### config.mk
export PLATFORM = sky130hd
export DESIGN_NAME = mem_access_cntrl
export DESIGN_NICKNAME = d
export VERILOG_FILES = /design/src/rtl/mem_access_cntrl.sv
export SDC_FILE = /design/constraint.sdc
export NUM_CORES = 1
export LEC_CHECK = 0
export BUFFER_PORTS_ARGS = -buffer_cell sky130_fd_sc_hd__buf_2
export CAP_MARGIN = 20
export CORE_ASPECT_RATIO = 2
export CORE_MARGIN = 2
export CORE_UTILIZATION = 50
export CTS_BUF_LIST = sky130_fd_sc_hd__clkbuf_2
export DETAILED_ROUTE_END_ITERATION = 7
export PLACE_DENSITY = 0.83
export SYNTH_ARGS = -nofsm -noshare
export SYNTH_HDL_FRONTEND = slang
export SYNTH_SLANG_ARGS = --single-unit
### constraint.sdc
create_clock -name clk_i -period 1.8 [get_ports clk_i]
set_clock_uncertainty 0.1 [all_clocks]
set_input_delay 0.09 -clock clk_i [delete_from_list [all_inputs] [get_ports clk_i]]
set_output_delay 0.09 -clock clk_i [all_outputs]
set_load 0.02 [all_outputs]
### src/rtl/mem_access_cntrl.sv
// MEM-stage data-memory access controller: turns a load/store into a req/gnt/rvalid
// transaction, stalls the pipeline until it completes and returns lane-aligned load data.
module mem_access_cntrl #(
  parameter int unsigned MAX_WAIT = 16,
  parameter int unsigned CNT_W    = 8
) (
  input  logic        clk_i,
  input  logic        rst_ni,
  input  logic        valid_i,
  input  logic        is_load_i,
  input  logic        is_store_i,
  input  logic [1:0]  size_i,
  input  logic [31:0] addr_i,
  input  logic [31:0] wdata_i,
  input  logic        flush_i,
  output logic        dmem_req_o,
  output logic        dmem_we_o,
  output logic [3:0]  dmem_be_o,
  output logic [31:0] dmem_addr_o,
  output logic [31:0] dmem_wdata_o,
  input  logic        dmem_gnt_i,
  input  logic        dmem_rvalid_i,
  input  logic [31:0] dmem_rdata_i,
  output logic        stall_o,
  output logic        done_o,
  output logic [31:0] rdata_o,
  output logic        misaligned_o,
  output logic        timeout_o
);

  typedef enum logic [2:0] {S_IDLE, S_REQ, S_WAIT, S_DONE, S_DRAIN} state_e;

  state_e           state_q;
  logic [CNT_W-1:0] cnt_q;
  logic [1:0]       lane_q;
  logic             req_q, we_q, done_q, mis_q, to_q;
  logic [3:0]       be_q;
  logic [31:0]      addr_q, wdata_q, rdata_q;
  logic             mem_op, misaligned, expired;

  function automatic logic [3:0] be_f(input logic [1:0] size, input logic [1:0] lane);
    case (size)
      2'b00:   be_f = 4'b0001 << lane;
      2'b01:   be_f = 4'b0011 << {lane[1], 1'b0};
      default: be_f = 4'b1111;
    endcase
  endfunction

  function automatic logic [31:0] wdata_f(input logic [1:0] size, input logic [31:0] wd);
    case (size)
      2'b00:   wdata_f = {4{wd[7:0]}};
      2'b01:   wdata_f = {2{wd[15:0]}};
      default: wdata_f = wd;
    endcase
  endfunction

  function automatic logic mis_f(input logic [1:0] size, input logic [1:0] lane);
    mis_f = ((size == 2'b01) && lane[0]) || (size[1] && (lane != 2'b00));
  endfunction

  assign mem_op     = valid_i & (is_load_i | is_store_i) & ~flush_i;
  assign misaligned = mis_f(size_i, addr_i[1:0]);
  // Counter covers REQ and WAIT together; >= keeps a late grant from escaping the budget.
  assign expired    = (cnt_q >= CNT_W'(MAX_WAIT - 1));

  always_ff @(posedge clk_i) begin
    if (!rst_ni) begin
      state_q <= S_IDLE;
      cnt_q   <= '0;
      lane_q  <= '0;
      req_q   <= 1'b0;
      we_q    <= 1'b0;
      be_q    <= '0;
      addr_q  <= '0;
      wdata_q <= '0;
      rdata_q <= '0;
      done_q  <= 1'b0;
      mis_q   <= 1'b0;
      to_q    <= 1'b0;
    end else begin
      done_q <= 1'b0;
      mis_q  <= 1'b0;
      to_q   <= 1'b0;
      case (state_q)
        S_IDLE: begin
          if (mem_op) begin
            if (misaligned) begin
              mis_q <= 1'b1;
            end else begin
              state_q <= S_REQ;
              cnt_q   <= '0;
              req_q   <= 1'b1;
              we_q    <= is_store_i;
              be_q    <= be_f(size_i, addr_i[1:0]);
              addr_q  <= {addr_i[31:2], 2'b00};
              wdata_q <= is_store_i ? wdata_f(size_i, wdata_i) : '0;
              lane_q  <= addr_i[1:0];
            end
          end
        end
        S_REQ: begin
          cnt_q <= cnt_q + CNT_W'(1);
          if (dmem_gnt_i) begin
            req_q <= 1'b0;
            if (flush_i) begin
              state_q <= we_q ? S_IDLE : S_DRAIN;
            end else if (we_q) begin
              state_q <= S_DONE;
              done_q  <= 1'b1;
            end else begin
              state_q <= S_WAIT;
            end
          end else if (flush_i) begin
            req_q   <= 1'b0;
            state_q <= S_IDLE;
          end else if (expired) begin
            req_q   <= 1'b0;
            state_q <= S_IDLE;
            to_q    <= 1'b1;
            rdata_q <= '0;
          end
        end
        S_WAIT: begin
          cnt_q <= cnt_q + CNT_W'(1);
          if (dmem_rvalid_i) begin
            state_q <= flush_i ? S_IDLE : S_DONE;
            if (!flush_i) begin
              rdata_q <= dmem_rdata_i >> {lane_q, 3'b000};
              done_q  <= 1'b1;
            end
          end else if (flush_i) begin
            state_q <= S_DRAIN;
          end else if (expired) begin
            state_q <= S_IDLE;
            to_q    <= 1'b1;
            rdata_q <= '0;
          end
        end
        S_DONE:  state_q <= S_IDLE;
        S_DRAIN: if (dmem_rvalid_i) state_q <= S_IDLE;
        default: state_q <= S_IDLE;
      endcase
    end
  end

  always_comb begin
    stall_o = 1'b0;
    case (state_q)
      S_IDLE:                  stall_o = mem_op & ~misaligned;
      S_REQ, S_WAIT, S_DRAIN:  stall_o = 1'b1;
      default:                 stall_o = 1'b0;
    endcase
  end

  assign dmem_req_o   = req_q;
  assign dmem_we_o    = we_q;
  assign dmem_be_o    = be_q;
  assign dmem_addr_o  = addr_q;
  assign dmem_wdata_o = wdata_q;
  assign done_o       = done_q;
  assign rdata_o      = rdata_q;
  assign misaligned_o = mis_q;
  assign timeout_o    = to_q;

endmodule

-- Yosys cells after proc, flatten, opt, wreduce, memory -nomap -nowiden
Cells that the tools add are included.
- shift operators: 3
- reduce and logical (&&, ||, !) cells: 17
- eq/ne operators: 10
- add/subtract/negate cells: 1
- $lt $le $gt $ge: 1
- mux-type cells: 44
- bitwise logic cells: 6
- operators by type and width (cell ; count):
    $mux W32 ; 6
    $pmux W32 S2 ; 2
    $shr A32 B5 Y32 ; 1
    $mux W3 ; 10
    $mux W1 ; 16
    $mux W8 ; 2
    $pmux W8 S2 ; 1
    $reduce_and A3 Y1 ; 5
    $pmux W3 S4 ; 1
    $add A8 B1 Y8 const B ; 1
    $ge A8 B4 Y1 const B ; 1
    $ne A2 B2 Y1 const B ; 4
    $pmux W1 S2 ; 4
    $pmux W4 S2 ; 1
    $reduce_bool A2 Y1 ; 4
    $ne A4 B4 Y1 const B ; 1
    $reduce_and A4 Y1 ; 1
    $shl A1 B2 Y4 const A ; 1
    $shl A2 B2 Y4 const A ; 1
    $and A1 B1 Y1 ; 3
    $eq A3 B1 Y1 const B ; 1
    $eq A3 B2 Y1 const B ; 1
    $eq A3 B3 Y1 const B ; 1
    $logic_not A3 Y1 ; 1
    other kinds (10) ; 12
- flip-flop bits (word level): 116
- word-level logic and storage cells: 94
- output and inout bits: 106
- input bits: 106

-- Logic depth before layout (Yosys ltp)
Gate-level depths: netlist (run 1).
- word-level depth: 6
- mapped depth: 8
- mapped depth without buffers: 5

-- Least setup slack after synthesis (run 1)
No wires, ideal clock.
- path type: register to register
- start: register state_q[2]
- end: register rdata_q[24] (netlist: rdata_o[24])
- path buffers: 2
- library setup time: 59 ps
- data arrival time: 1519 ps
- cell stages (with the launch flop): 7
- slack: 122 ps
- clock period less this slack: 1678 ps
- data required time: 1641 ps
- cell sequence: dfxtp_1 -> buf_6 -> or2_4 -> or4_4 -> buf_6 -> nor2_8 -> a22o_1
- longest elaborated chain between the ends: 3
- elaborated cells on any way between the ends: 7
- those cells by class: eq/ne: 4; mux: 1; reduce/logical: 2
- ends and longest elaborated chain (what ; line ; RTL):
    from (decl) ; 33 ; state_e state_q;
    from (signal assigned) ; 106 ; state_q <= we_q ? S_IDLE : S_DRAIN;
    from (signal assigned) ; 126 ; state_q <= flush_i ? S_IDLE : S_DONE;
    $eq A3 B2 Y1 / $eq A3 B1 Y1 (equally long branches) ; 84 ; case (state_q)
    $ne A3 B3 Y1 (no source line), or another cell as far along ; n/a ;
    $reduce_and A3 Y1 (no source line) ; n/a ;
    to (signal assigned) ; 128 ; rdata_q <= dmem_rdata_i >> {lane_q, 3'b000};
    to (decl) ; 38 ; logic [31:0] addr_q, wdata_q, rdata_q;
Several ways; a longest one is shown, not always the timed one.
A chain may end at the register's enable or synchronous reset.

-- Final worst setup path (run 1)
- start: input size_i[1]
- end: output stall_o
- longest elaborated chain between the ends: 6
- elaborated cells on any way between the ends: 7
- those cells by class: eq/ne: 1; mux: 1; bitwise: 2; reduce/logical: 3
- ends and longest elaborated chain (what ; line ; RTL):
    from (decl) ; 12 ; input logic [1:0] size_i,
    $eq A2 B1 Y1 ; 58 ; mis_f = ((size == 2'b01) && lane[0]) || (size[1] && (lane != 2'b00));
    $logic_and A1 B1 Y1 ; 58 ;
    $logic_or A1 B1 Y1 (*) ; 58 ;
    $not A1 Y1 (no source line) (*) ; n/a ;
    $and A1 B1 Y1 (*) ; 149 ; S_IDLE: stall_o = mem_op & ~misaligned;
    $pmux W1 S2 (*) ; 148 ; case (state_q)
    to (decl) ; 24 ; output logic stall_o,
Mark *: on every way between the ends. The rest lies on a longest branch, timed or not.

==> results of run 1 <==
[Yosys cell counts, types with 11 or more instances]
cell / count / area [um^2]
sky130_fd_sc_hd__a21oi_1: 45 / 225
sky130_fd_sc_hd__a22o_1: 32 / 280
sky130_fd_sc_hd__buf_2: 12 / 60.1
sky130_fd_sc_hd__clkbuf_1: 16 / 60.1
sky130_fd_sc_hd__dfxtp_1: 116 / 2320
sky130_fd_sc_hd__mux2i_1: 41 / 410
sky130_fd_sc_hd__nand2_1: 35 / 131
sky130_fd_sc_hd__nand3_1: 36 / 180
sky130_fd_sc_hd__nor2_1: 11 / 41.3
sky130_fd_sc_hd__o21ai_0: 55 / 275
sky130_fd_sc_hd__o2bb2ai_1: 14 / 123
[per-stage QoR]
step / cell area (um^2) / hold WS [ps] / util / worst slack (ps) / setup TNS [ps]
floorplan: 5160 / 62.8 / - / 122 / 0
global placement: 6330 / 238 / 0.627 / -28.1 / -404
detailed placement: 6330 / 240 / 0.627 / -95.8 / -1690
CTS: 8140 / 10.8 / 0.807 / -225 / -487
global route: 8470 / 43.6 / 0.840 / -321 / -2240
finish: 8470 / 90.6 / 0.840 / -251 / -2140
[what timing repair did]
item,CTS,global route
hold endpoints to repair,116,0
setup buffers,6,9
cloned,2,4
hold buffers,138,0
endpoints found under the setup margin,26,56
pin swaps,7,27
gates resized for setup,23,35
[state kept, by name, indices dropped and copies added (netlist names)]
signal and flops:
dmem_we_o 1, done_o 1, cnt_q 8, timeout_o 1, misaligned_o 1, dmem_req_o 1, rdata_o 32, state_q 3
dmem_addr_o 30, dmem_be_o 4, dmem_wdata_o 32, lane_q 2
[path summary, 6_finish.rpt]
check / start / to / slack (ps) / cells after the start
max: size_i[1] / stall_o / -250 / 8
min: wdata_i[3] / dmem_wdata_o[3] / 90 / 3
max reg2reg: state_q[2] / rdata_o[27] / -120 / 5
min reg2reg: dmem_addr_o[21] / dmem_addr_o[21] / 390 / 2
[kinds of logic (layout without fill, tap and decap cells)]
| kind of cell | after synthesis | count (layout) |
|---|---|---|
| simple gates | 118 | 118 |
| compound gates | 194 | 195 |
| buf+inv | 55 | 430 |
| other cells | 1 | 5 |
| mux | 41 | 41 |
| flops | 116 | 116 |
| fa+ha+maj | 1 | 1 |
| xor+xnor | 6 | 6 |
[worst register-to-register path, cell delays in order (launching register included)]
cell	delay, ps
sky130_fd_sc_hd__dfxtp_4	410
sky130_fd_sc_hd__buf_4	140
sky130_fd_sc_hd__or2_4	270
sky130_fd_sc_hd__or4_4	560
sky130_fd_sc_hd__nor2_8	220
sky130_fd_sc_hd__a22o_1	170
[area by class of cell]
cell class / count / area [um^2] / area share
diodes: 3 / 7.51 / 0.000886
clock buffers: 17 / 85.1 / 0.0100
clock inverters: 15 / 169 / 0.0199
inverters: 5 / 18.8 / 0.00222
multi-input cells: 363 / 2710 / 0.320
flip-flops and latches: 116 / 2340 / 0.276
well taps: 135 / 169 / 0.0199
repair buffers: 393 / 2970 / 0.351
[power by group through the flow]
stage	combinational [uW]	clock [uW]	sequential [uW]
2_1_floorplan	367	0	2750
3_3_place_gp	677	0	2700
3_5_place_dp	697	0	2700
4_1_cts	993	1840	2650
5_1_grt	1210	1970	2660
6_report	1170	1860	2660
[per-layer routing]
layer	wire length [um]	track usage	share of wire
met5	0	0	0
met4	1950	0.242	0.082
met3	2060	0.0873	0.086
met2	12300	0.676	0.51
met1	7560	0.398	0.32
==> Implementation_results.wiki, run 1 <==
{| class="wikitable"
! Metric !! Value
|-
| Outcome || finished with violations
|-
| Violated checks || negative setup slack
|-
| Sw Ratio || 0.322
|-
| Drt first pass iters || 6
|-
| Adder-cell area share of the yosys netlist || 0.00243
|-
| Max-slew violations || 0
|-
| Relative contribution of sequential cells to total power || 0.468
|-
| Routed wire length || 23.8 mm
|-
| Final-layout fill cell count || 512
|-
| Synthesis-to-layout area growth || 64.4%
|-
| Clk network pwr share || 0.327
|-
| Final Non-Filler Cells || 1047
|-
| Series of cell instances along the critical path || buf_2 > dlygate4sd3_1 > a21oi_2 > o211ai_4 > buf_12 > nor2_4 > a211o_1 > buf_6
|-
| Post-synthesis compound-gate area fraction || 0.271
|-
| Clock root buffer master || sky130_fd_sc_hd__clkbuf_2
|-
| Htree depth || 4
|-
| Global-route wire length before repair || 32.8 mm
|-
| Shortest period the worst path allows || 2050 ps
|-
| Clock-pin transition on the worst setup and hold timing paths || 250 ps
|-
| Distinct cell type count after synthesis || 58
|-
| Max clock buf depth || 2
|-
| Largest family of logic cells by synthesized area || compound AO/OA/AOI/OAI gates
|-
| Master of the slowest instance on the critical path || sky130_fd_sc_hd__dlygate4sd3_1
|-
| Syn Area/Cell || 9.69 um^2
|-
| Synth async-reset ratio || 0
|-
| Xor and xnor area share after synthesis || 0.0117
|-
| CTS tree || built
|-
| Leak Pwr || 0.00375 uW
|-
| Number of warnings printed during yosys synthesis || 0
|-
| Crit-path max cell delay || 710 ps
|-
| Crit path launch type || input port
|-
| Max-cap violations || 0
|-
| Post-Place Cells || 853
|-
| Logic pwr share || 0.205
|-
| Dominant synthesized flop cell || sky130_fd_sc_hd__dfxtp_1
|-
| Post-DRT Antenna Nets || 0
|-
| Final nets || 1003
|-
| Number of top-level pins || 212
|-
| Number of rows created at floorplan || 52
|-
| Die height || 148 um
|-
| Class of the worst hold path || in2reg
|-
| Gate count of the mapped netlist || 532
|-
| Critical Path End Type || output pin
|-
| Endpoint required time on the critical path || 1610 ps
|-
| Post-Syn Area || 5150 um^2
|-
| Yosys reg bits || 116
|-
| Buffers plus inverters on the worst setup path || 4
|-
| Count of final hold-check violations || 0
|-
| Slew @ Worst Pin || 696 ps
|-
| Seq/Total Area, Yosys || 0.451
|-
| Detailed router's first-iteration violation count || 596
|-
| Area of the die || 11200 um^2
|-
| Core outline area || 10100 um^2
|-
| Final weighted congestion in routability-driven placement || 0.870
|-
| Ratio of final minimum period to clock period || 1.14
|-
| Number of CTS-inserted buffers || 17
|-
| Kind of cell adding the most delay to the critical path || buffers and inverters
|-
| Horizontal die dimension || 75.8 um
|-
| RSZ-0062 raised after global routing || true
|-
| I/O Buffers || 209
|-
| Maximum number of pins on one net before global-route repair || 38
|-
| Internal Pwr Total || 3850 uW
|-
| WP data arrival || 1860 ps
|-
| CTS sink count || 116
|-
| Most frequent cells in the layout || sky130_fd_sc_hd__buf_2, sky130_fd_sc_hd__dlygate4sd3_1, sky130_fd_sc_hd__dfxtp_1, sky130_fd_sc_hd__o21ai_0, sky130_fd_sc_hd__a21oi_1
|-
| # DRC || 0
|-
| Clock latency reported for the late side of the worst-skew pair || 680 ps
|-
| Post-synth EDFFs || 0
|-
| Total vias in the final route || 6444
|-
| Share of synthesized cell area in and, or, nand and nor gates || 0.124
|-
| Per-cell via count in the routed design || 6.15
|-
| Final setup slack of the worst path || -251 ps
|-
| Detailed placement HPWL || 11.6 mm
|-
| Net switching power || 1830 uW
|-
| Power density over cell area || 671 nW/um^2
|-
| Number of antenna violations at the first check in global routing || 3
|-
| Worst slew margin relative to its limit || 0.535
|-
| Classification of the worst setup path || in2out
|-
| Most common cell after layout, fill and taps aside || sky130_fd_sc_hd__buf_2
|-
| Aggregate global-route resource usage || 0.389
|-
| Post-detailed-route wirelength per cell || 22.8 um
|-
| Initial Util || 0.511
|-
| Final setup violation count || 38
|-
| Share of cell area taken by muxes after synthesis || 0.0797
|-
| Crit path max fanout || 4
|-
| Number of global-route vias before repair || 6355
|-
| Worst-case vdd ir drop || 469 uV
|-
| Fraction of layout instances using a drive strength above 1 || 0.375
|-
| Post-layout total power || 5680 uW
|-
| Overflow left after global routing || 0
|-
| Fmax || 0.488 GHz
|}
Note: power is estimated with default switching activity, not from simulation.
==> inputs of run 2 (changes only) <==
- CTS_BUF_LIST: sky130_fd_sc_hd__clkbuf_2 -> sky130_fd_sc_hd__clkbuf_4
- PLACE_DENSITY: 0.83 -> 0.94
- SKIP_CTS_REPAIR_TIMING: default -> 1
==> run 2 against run 1 <==
Against the previous run: the flow still finishes with violations (negative setup slack); register-to-register slack got worse by 40 ps; sequential cell count unchanged; combinational power down 13%; final cell count fell by 3.5%; die area did not move; maximum frequency grew 4.7%; routed wire length down 3.9%; sequential share of layout area rose by 1.8 points; via count down 2.8%; critical path type is now reg2reg; largest cell class is now multi-input combinational cells; highest routed layer unchanged.
==> Implementation_results.wiki, run 2 (synthesis results as in run 1) <==
{| class="wikitable"
! Metric !! Value
|-
| Number of CTS-inserted buffers || 17 (unchanged)
|-
| Die height || 148 um (unchanged)
|-
| Crit-path max cell delay || 840 ps (+130 ps)
|-
| Number of antenna violations at the first check in global routing || 2 (-1)
|-
| Fraction of layout instances using a drive strength above 1 || 0.369 (-0.00629)
|-
| Post-DRT Antenna Nets || 0 (unchanged)
|-
| Outcome || finished with violations
|-
| Fin util || 0.788 (-0.0519)
|-
| Htree depth || 4 (unchanged)
|-
| I/O Buffers || 209 (unchanged)
|-
| Post-detailed-route wirelength per cell || 22.7 um (-0.33%)
|-
| R2R Path End || dmem_wdata_o[7]
|-
| End of the worst hold path || rdata_o[20]
|-
| Per-cell via count in the routed design || 6.20 (+0.80%)
|-
| Number of top-level pins || 212 (unchanged)
|-
| Final setup slack of the worst path || -159 ps (+91.2 ps)
|-
| Series of cell instances along the critical path || nor2_4 > o211a_1 > a21oi_4 > a22o_1
|-
| Routed wire length || 22.9 mm (-3.9%)
|-
| Layout Cell Area excl Fill || 7950 um^2 (-6.2%)
|-
| Maximum number of pins on one net before global-route repair || 39 (+2.6%)
|-
| Initial Util || 0.511 (unchanged)
|-
| Count of final hold-check violations || 0 (unchanged)
|-
| Power density over cell area || 702 nW/um^2 (+4.6%)
|-
| Fmax || 0.510 GHz (+4.7%)
|-
| Crit path launch type || register
|-
| Placed inst area || 6370 um^2 (+0.75%)
|-
| Cells on Worst Hold Path || 4 (+1)
|-
| Final setup TNS || -3230 ps (-1090 ps)
|-
| Final Non-Filler Cells || 1010 (-3.5%)
|-
| Overflow left after global routing || 0 (unchanged)
|-
| Logic pwr share || 0.183 (-0.022)
|-
| CTS tree || built
|-
| Area of the die || 11200 um^2 (unchanged)
|-
| Worst-case vdd ir drop || 559 uV (+19%)
|-
| Number of global-route vias before repair || 5244 (-17%)
|-
| Clk network pwr share || 0.341 (+0.014)
|-
| Critical Path End Type || register
|-
| Final weighted congestion in routability-driven placement || 0.868 (-0.22%)
|-
| Shortest period the worst path allows || 1960 ps (-91.2 ps)
|-
| Met1 layer wirelength in the final routing || 7.31 mm (-3.4%)
|-
| Number of rows created at floorplan || 52 (unchanged)
|-
| Reg2Reg Depth || 4 (-1)
|-
| Critical path startpoint || state_q[2]
|-
| Final setup violation count || 44 (+16%)
|-
| Worst slew margin relative to its limit || 0.300 (-0.235)
|-
| Detailed router's first-iteration violation count || 573 (-3.9%)
|-
| Net switching power || 1780 uW (-2.9%)
|-
| Clock root buffer master || sky130_fd_sc_hd__clkbuf_4
|-
| Clock-pin transition on the worst setup and hold timing paths || 130 ps (-120 ps)
|-
| Aggregate global-route resource usage || 0.295 (-0.0944)
|-
| Max Used Layer || met4
|-
| Max clock buf depth || 2 (unchanged)
|-
| Master of the slowest instance on the critical path || sky130_fd_sc_hd__a21oi_4
|-
| Crit path max fanout || 33 (+29)
|-
| Launch instance of the worst min-delay path || flush_i
|-
| Endpoint required time on the critical path || 2190 ps (+580 ps)
|-
| Most frequent cells in the layout || sky130_fd_sc_hd__buf_2, sky130_fd_sc_hd__dfxtp_1, sky130_fd_sc_hd__dlygate4sd3_1, sky130_fd_sc_hd__o21ai_0, sky130_fd_sc_hd__a21oi_1
|-
| Classification of the worst setup path || reg2reg
|-
| Max-cap violations || 0 (unchanged)
|-
| Detailed placement HPWL || 12.1 mm (+3.9%)
|-
| Internal Pwr Total || 3800 uW (-1.4%)
|-
| Most common cell after layout, fill and taps aside || sky130_fd_sc_hd__buf_2
|-
| WP data arrival || 2340 ps (+480 ps)
|-
| RSZ-0062 raised after global routing || true
|-
| Leak Pwr || 0.00355 uW (-5.2%)
|-
| CTS sink count || 116 (unchanged)
|-
| WL met2 || 11.9 mm (-3.3%)
|-
| Global-route wire length before repair || 25.1 mm (-24%)
|-
| Class of the worst hold path || in2reg
|-
| Slew @ Worst Pin || 1050 ps (+352 ps)
|-
| Sw Ratio || 0.319 (-0.00329)
|-
| Met3 WL post-DR || 2.01 mm (-2.4%)
|-
| Total vias in the final route || 6266 (-2.8%)
|-
| Clock latency reported for the late side of the worst-skew pair || 540 ps (-140 ps)
|-
| Final nets || 967 (-3.6%)
|-
| # DRC || 0 (unchanged)
|-
| Relative contribution of sequential cells to total power || 0.476 (+0.008)
|-
| Max-slew violations || 0 (unchanged)
|-
| Origin of the critical flop-to-flop path || state_q[2]
|-
| Drt first pass iters || 8 (+2)
|-
| Violated checks || negative setup slack
|-
| Synthesis-to-layout area growth || 54.2%
|-
| Horizontal die dimension || 75.8 um (unchanged)
|-
| Post-layout total power || 5570 uW (-1.9%)
|-
| Ratio of final minimum period to clock period || 1.09 (-0.0507)
|-
| Post-Place Cells || 857 (+0.47%)
|-
| Worst setup slack for register-to-register paths || -160 ps (-40 ps)
|-
| Core outline area || 10100 um^2 (unchanged)
|}
## run 2: cell count changes in the layout (fill, tap and decap cells not counted), sizes merged
| cell | change |
|---|---|
| inv | -1 |
| clkinv | +2 |
| bufbuf | -1 |
| a21oi | -1 |
| bufinv | -1 |
| buf | -1 |
| diode | -1 |
| dlygate4sd3 | -33 |
## run 2: per-stage QoR
step           hold slack [ps]  setup WS, ps
2_1_floorplan             62.8           122
3_5_place_dp               242         -88.7
4_1_cts                   -348          -482
6_report                  31.1          -159
5_1_grt                   24.7          -229
3_3_place_gp               235         -19.8
## run 2: power groups by stage
stage	logic, uW	clock network, uW	registers, uW
floorplan	367	0	2750
global placement	690	0	2700
detailed placement	716	0	2710
CTS	719	1890	2650
global route	1070	2030	2660
finish	1020	1900	2650
## run 2: critical path, delay by kind of cell (launching register included)
kind	cells	cell delay [ps]
AO/OA/AOI/OAI	3	1320
flip-flops	1	410
AND/OR/NAND/NOR	1	60
## run 2: layout make-up
| class | instances | area, um^2 |
|---|---|---|
| clock buffer | 17 | 128 |
| inverter | 5 | 18.8 |
| antenna | 2 | 5.00 |
| timing repair buffer | 358 | 2560 |
| multi-input combinational | 362 | 2580 |
| tap | 135 | 169 |
| sequential | 116 | 2340 |
| fill | 565 | 2140 |
| clock inverter | 15 | 146 |
## run 2: worst max-delay path by stage
stage                             endpoint  slack (ps)  cells past startpoint
final                      dmem_wdata_o[7]        -160                      4
after global placement     dmem_wdata_o[6]         -20                      5
after detailed placement  dmem_wdata_o[26]         -90                      4
after global routing               stall_o        -230                      6
after floorplan                rdata_o[24]         120                      6
after CTS                          stall_o        -480                      6
## run 2: per-layer routing
metal | up-vias | GRT usage
met3 | 189 | 0.0716
met1 | 2896 | 0.289
met2 | 542 | 0.532
met5 | - | 0
met4 | 0 | 0.161
li1 | 2639 | -
